`config.mk`:
```
export PLATFORM = sky130hd
export DESIGN_NAME = pwm_duty_sequencer
export DESIGN_NICKNAME = d
export VERILOG_FILES = /design/src/rtl/pwm_duty_sequencer.sv
export SDC_FILE = /design/constraint.sdc
export NUM_CORES = 1
export LEC_CHECK = 0
export CORE_AREA = 2 2 58 114
export CTS_CLUSTER_DIAMETER = 120
export DETAILED_ROUTE_END_ITERATION = 16
export DIE_AREA = 0 0 60 116
export PLACE_DENSITY = 0.74
export SYNTH_ARGS = -nofsm -noshare
export SYNTH_HDL_FRONTEND = slang
export SYNTH_SLANG_ARGS = --single-unit
```
`constraint.sdc`:
```
create_clock -name CLK -period 2.5 [get_ports CLK]
set_input_delay 0.5 -clock CLK [delete_from_list [all_inputs] [get_ports CLK]]
set_output_delay 0.5 -clock CLK [all_outputs]
set_load 0.03 [all_outputs]
```
`src/rtl/pwm_duty_sequencer.sv`:
```
// Duty sequencer for the PWM generator: arbitrates two requesters, clamps, ramps on period ticks.
// Define SOFT_RAMP_EN for STEP-per-tick ramping; otherwise duty jumps to target at the first tick.
module pwm_duty_sequencer #(
  parameter int PERIOD   = 24000,
  parameter int DUTY_W   = 16,
  parameter int MAX_DUTY = 24000,
  parameter int STEP     = 100
) (
  input  logic              CLK,
  input  logic              resetmore,
  input  logic              halt,
  input  logic              req_a,
  input  logic [DUTY_W-1:0] duty_a,
  output logic              ack_a,
  input  logic              req_b,
  input  logic [DUTY_W-1:0] duty_b,
  output logic              ack_b,
  output logic [DUTY_W-1:0] duty,
  output logic              busy,
  output logic              done
);

  localparam int CNT_W = (PERIOD > 1) ? $clog2(PERIOD) : 1;

  localparam logic [0:0] S_IDLE = 1'b0;
  localparam logic [0:0] S_RAMP = 1'b1;

  localparam logic [DUTY_W:0] MAX_X  = (DUTY_W+1)'(MAX_DUTY);
  localparam logic [CNT_W-1:0] CNT_LAST = CNT_W'(PERIOD - 1);

  logic [CNT_W-1:0]  cnt_q,    cnt_d;
  logic [0:0]        state_q,  state_d;
  logic [DUTY_W-1:0] duty_q,   duty_d;
  logic [DUTY_W-1:0] tgt_q,    tgt_d;
  logic              ack_a_q,  ack_a_d;
  logic              ack_b_q,  ack_b_d;
  logic              done_q,   done_d;
  logic              busy_q,   busy_d;
  logic              pend_q,   pend_d;

  logic              tick;
  logic              take_a;
  logic              take_b;
  logic [DUTY_W-1:0] req_sel;
  logic [DUTY_W-1:0] clamp_v;
  logic [DUTY_W-1:0] step_v;

`ifdef SOFT_RAMP_EN
  localparam logic [DUTY_W:0] STEP_X = (DUTY_W+1)'(STEP);

  logic [DUTY_W:0]   up_x;
  logic [DUTY_W:0]   dn_lim;
  logic [DUTY_W-1:0] up_v;
  logic [DUTY_W-1:0] dn_v;

  // One extra bit keeps the sums honest near 0 and the top of range
  always_comb begin
    up_x   = {1'b0, duty_q} + STEP_X;
    dn_lim = {1'b0, tgt_q} + STEP_X;
    up_v   = (up_x > {1'b0, tgt_q}) ? tgt_q : up_x[DUTY_W-1:0];
    dn_v   = ({1'b0, duty_q} < dn_lim) ? tgt_q
           : duty_q - STEP_X[DUTY_W-1:0];
    step_v = (duty_q < tgt_q) ? up_v : dn_v;
  end
`else
  always_comb begin
    step_v = tgt_q;
  end
`endif

  always_comb begin
    tick    = (cnt_q == CNT_LAST);
    cnt_d   = tick ? '0 : cnt_q + 1'b1;
    take_a  = req_a & ~ack_a_q;
    take_b  = req_b & ~ack_b_q & ~take_a
            & (state_q == S_IDLE);
    req_sel = take_a ? duty_a : duty_b;
    clamp_v = ({1'b0, req_sel} > MAX_X)
            ? MAX_X[DUTY_W-1:0] : req_sel;
  end

  always_comb begin
    state_d = state_q;
    duty_d  = duty_q;
    tgt_d   = tgt_q;
    ack_a_d = 1'b0;
    ack_b_d = 1'b0;
    done_d  = pend_q;
    pend_d  = 1'b0;
    if (halt) begin
      state_d = S_IDLE;
      duty_d  = '0;
      tgt_d   = '0;
      done_d  = 1'b0;
    end else if (take_a | take_b) begin
      // An accept swallows a coincident tick
      tgt_d   = clamp_v;
      ack_a_d = take_a;
      ack_b_d = take_b;
      if (clamp_v == duty_q) begin
        state_d = S_IDLE;
        pend_d  = 1'b1;
      end else begin
        state_d = S_RAMP;
      end
    end else if ((state_q == S_RAMP) && tick) begin
      duty_d = step_v;
      if (step_v == tgt_q) begin
        state_d = S_IDLE;
        done_d  = 1'b1;
      end
    end
    busy_d = (state_d == S_RAMP);
  end

  always_ff @(posedge CLK or posedge resetmore) begin
    if (resetmore) begin
      cnt_q   <= '0;
      state_q <= S_IDLE;
      duty_q  <= '0;
      tgt_q   <= '0;
      ack_a_q <= 1'b0;
      ack_b_q <= 1'b0;
      done_q  <= 1'b0;
      busy_q  <= 1'b0;
      pend_q  <= 1'b0;
    end else begin
      cnt_q   <= cnt_d;
      state_q <= state_d;
      duty_q  <= duty_d;
      tgt_q   <= tgt_d;
      ack_a_q <= ack_a_d;
      ack_b_q <= ack_b_d;
      done_q  <= done_d;
      busy_q  <= busy_d;
      pend_q  <= pend_d;
    end
  end

  assign ack_a = ack_a_q;
  assign ack_b = ack_b_q;
  assign duty  = duty_q;
  assign busy  = busy_q;
  assign done  = done_q;

endmodule

```
# After elaboration in Yosys (flattened, before gate mapping)
# Cells that the tools add are included.
dict set report op_classes {
  addsub 1
  order_cmp 1
  n_eq_ne 3
  muxes 22
  bitwise_logic 9
  reduce_logical 5
}
# op count
set ops {}
lappend ops {{16-bit two-way mux} 7}
lappend ops {{16-bit == test} 1}
lappend ops {{16-bit by 15-bit greater-than comparator with 1-bit output (second input constant)} 1}
lappend ops {{15-bit by 1-bit adder with 15-bit output (second input constant)} 1}
lappend ops {{15-bit == test (second input constant)} 1}
lappend ops {{15-bit two-way mux} 1}
lappend ops {{1-bit two-way mux} 14}
lappend ops {{1-bit bitwise AND} 4}
lappend ops {{1-bit inverter} 4}
lappend ops {{2-bit nonzero test} 2}
lappend ops {{3-bit nonzero test} 1}
lappend ops {{2-bit != test (second input constant)} 1}
lappend ops {{2-bit AND reduction} 1}
lappend ops {{1-bit logical AND} 1}
lappend ops {{1-bit bitwise OR} 1}
dict set report totals {
  reg_bits 52
  inputBits 37
  output_inout_bits 20
  wordCells 49
}

# Longest topological paths before layout
dict set report depth {
  ltp_word 9
  ltp_mapped 10
  depth_no_buf 8
}

# Worst setup path before layout
# Ideal clock, no wire load.
dict set report synth_path {
  path_type {reg2reg}
  startpoint {reg ack_a_q (netlist: ack_a)}
  endpoint {reg busy_q (netlist: busy)}
  setup_ps 129
  arrival_time_ps 2615
  required_ps 2371
  path_slack_ps -244
  path_stages_with_launch 11
  path_buffers 2
  synth_period_minus_slack_ps 2744
  cell_sequence {dfrtp_1 -> nand2b_1 -> buf_4 -> buf_2 -> mux2i_1 -> nor2_1 -> o21ai_0 -> nand3_1 -> or4_1 -> or4_1 -> o2bb2ai_1}
}
dict set report synth_via {
  elab_chain_len 9
  word_cells_on_any_way 14
  cone_classes {order compare (1); eq/ne (1); mux (5); bitwise (6); reduce/logical (1)}
}
# item line_no
set synth_lines {}
lappend synth_lines {{start, declared} 35} ;# logic ack_a_q, ack_a_d;
lappend synth_lines {{start signal, assigned} 132} ;# ack_a_q <= ack_a_d;
lappend synth_lines {{1-bit inverter (*)} 74} ;# take_a = req_a & ~ack_a_q;
lappend synth_lines {{1-bit bitwise AND (*)} 74}
lappend synth_lines {{16-bit two-way mux} 77} ;# req_sel = take_a ? duty_a : duty_b;
lappend synth_lines {{16-bit by 15-bit greater-than comparator with 1-bit output} 78} ;# clamp_v = ({1'b0, req_sel} > MAX_X)
lappend synth_lines {{16-bit two-way mux} 79} ;# ? MAX_X[DUTY_W-1:0] : req_sel;
lappend synth_lines {{16-bit == test} 100} ;# if (clamp_v == duty_q) begin
lappend synth_lines {{1-bit two-way mux} 100}
lappend synth_lines {{1-bit two-way mux} 95} ;# end else if (take_a | take_b) begin
lappend synth_lines {{1-bit two-way mux} 90} ;# if (halt) begin
lappend synth_lines {{end signal, assigned} 135} ;# busy_q <= busy_d;
lappend synth_lines {{end, declared} 38} ;# logic busy_q, busy_d;
# Every way passes the cells marked *; elsewhere a longest branch is shown, timed or not.
# A chain may end at the register's enable or synchronous reset.

# Final worst setup path
# Same ends and word-level chain as after synthesis.

==> out/qor.txt <==
result of the run = finished with violations
failing checks = negative setup slack
starting density of the core = 44.96%
internal power = 1.440 mW
routability congestion estimate = 0.8705
Die Height = 116 um
die area = 6960 sq um
Inserted Diodes = 0
Post-Route Setup TNS = -0.3115 ns
clock share of power = 35.1%
Static Leak = 1.810 nW
syn_area_per_cell = 9.167 sq um
grt met3 use = 2.902%
io pins = 57
WHS Endpoint = step_v[12]
WP data arrival = 2.87 ns
Unique masters post-synth = 40
final WL = 7915 um
# fillers = 491
Synth Register Bits = 52
hold depth = 2
mapped cell area = 2723 sq um
post-layout min period = 2.684 ns
Worst Tran Pin Value = 0.8123 ns
Seq/Total Area, Yosys = 47.79%
Post-layout nets = 440
Syn Nets = 335
endpoint class of the critical path = register
Comb power frac = 19.9%
Clock Skew = 0.008838 ns
vias = 2657
WHS = 0.4679 ns
CTS Buf Count = 5
pwr/cell area = 474.3 nW/um^2
remaining global-route overflow = 0
max_cap viols = 0
Port Buffers = 56
HP Start = step_v[12]
Synth Instances = 297
busiest grt layer = met2
max-slew violation count = 0
crit path launch type = register
top-count cell post-synth = nand2_1
share of cells above drive strength 1 = 23.08%
Antenna Violating Nets Remaining = 0
share of the synthesized area in the top cell type = 47.79%
Slew HR = 45.67%
Worst-Skew Late Latency = 0.30 ns
Yosys top cell by area = dfrtp_1
crit share post-route = 107.3%
Peak Freq = 0.3726 GHz
router iterations before antenna repair = 4
Max rail drop VDD = 0.0003169 V
CTS max path bufs = 2
Reg-to-Reg End = busy
core area = 6056 sq um
worst r2r path cells = 9
worst r2r src = ack_a
total power = 1.945 mW
Final Util = 67.73%
RSZ-0062 raised after global routing = true
Worst EP required = 2.69 ns
Post-Place Setup Slack = -0.9781 ns
crit path max fanout = 6
number of flops mapped to enable cells by yosys = 0
Flop pwr share = 45.0%
vias in the first global route = 2610
register cell area after layout = 1303 sq um
Post-synth top cells = nand2_1, dfrtp_1, o21ai_0
kind of critical path = reg -> reg
area delta synth->final = 50.64%
Net Sw Power = 0.5050 mW
first-pass GRT wire length = 12180 um
Hold Crit Class = reg -> reg
area of the multi-input gates = 1550 sq um
largest net degree at the start of global routing = 27
row cnt = 40
met1 global-route usage = 26.43%
Root Buffer = clkbuf_16
leading register cell type out of synthesis = dfrtp_1
Die W = 60 um
Switching Share = 25.96%
CTS Hold Bufs = 0
DRC violations left = 0
antenna violations before repair = 0
Overall Global Routing Usage = 23.13%
Vias/cell = 5.456
CTS tree = built
post-DP HPWL = 5607 um
synth top area cells = dfrtp_1, nand2_1, mux2i_1
PnR worst setup slack = -0.1837 ns
synthesis warning total = 0
CTS Sinks = 52
Synth async-reset ratio = 100.0%
htree depth = 2
r2r setup slk = -0.18 ns
Initial DRC Count = 135
Final Hold Fails = 0
GR Util met2 = 41.23%
Clk pin slew, worst setup/hold paths = 0.07 ns
Wirelength per Cell = 16.25 um
Final Setup Violations = 2
[through the flow]
step	instances	cell area (sq um)
after global placement	465	3651
final	487	4101
after CTS	478	3899
after global routing	487	4101
after floorplan	297	2735
after detailed placement	465	3651
[repair_timing]
action,CTS,global route
resized for setup,20,25
pin swaps,5,13
setup endpoints to repair,26,2
setup buffers,5,10
[worst max-delay path, stage by stage, from the launching register on]
cell,delay [ns]
dfrtp_2,0.45
nor2b_4,0.26
buf_6,0.15
mux2i_4,0.25
xnor2_2,0.10
o22ai_1,0.19
nand2_1,0.08
or4_1,0.53
or4_4,0.44
o2bb2ai_2,0.13
[cell families (layout without fill, tap and decap cells)]
family                     count (synthesis)  in the layout  share of synthesized area (%)
buffers and inverters                     14            120                          2.436
AOI/OAI and AO/OA                         49             49                          10.85
xor gates and xnor gates                  22             22                          7.077
muxes                                     21             21                          7.950
adders and majority gates                  1              1                         0.4595
and+or+nand+nor                          138            138                          23.44
DFF                                       52             52                          47.79
[state kept, by name (all words and copies together), names as in the netlist]
name	flops
duty	16
pend_q	1
busy	1
ack_a	1
step_v	16
ack_b	1
cnt_q	15
done	1
[layout by cell type (no fill, tap or decap), types with 3 or more instances in the layout]
master / instances
dfrtp_1: 51
inv_1: 3
mux2i_4: 4
xor2_1: 9
nor3_1: 3
nand2_1: 69
mux2i_2: 7
xnor2_1: 11
clkbuf_16: 5
mux2i_1: 8
o21ai_0: 28
nor2_1: 25
clkdlybuf4s50_1: 52
buf_6: 3
a22o_1: 3
buf_4: 47
and3_1: 6
nand4b_1: 3
nand3_1: 13
[power groups by stage]
stage	Clock, mW	Combinational (mW)	Sequential [mW]
floorplan	0	0.140	0.894
global placement	0	0.303	0.889
detailed placement	0	0.308	0.890
CTS	0.692	0.330	0.874
global route	0.721	0.416	0.876
finish	0.683	0.387	0.875
[cell type report]
cell class | instances | area share, %
Clock buffer | 6 | 3.142
Clock inverter | 2 | 0.3966
Multi-Input combinational cell | 231 | 37.80
Sequential cell | 52 | 31.76
Timing Repair Buffer | 108 | 23.98
Inverter | 4 | 0.3661
Tap cell | 84 | 2.563
[worst max path at each step]
| stage | start | endpoint |
|---|---|---|
| 6_report | ack_a | busy |
| 3_5_place_dp | req_a | busy |
| 4_1_cts | ack_a | busy |
| 2_1_floorplan | req_a | busy |
| 3_3_place_gp | req_a | busy |
| 5_1_grt | duty_b[14] | busy |
[per-layer routing]
layer | vias to the layer above | wire length [um]
li1 | 1245 | -
met1 | 1302 | 2879
met2 | 94 | 4462
met3 | 16 | 332
met4 | 0 | 240
met5 | - | 0
Note: power is estimated with default switching activity, not from simulation.
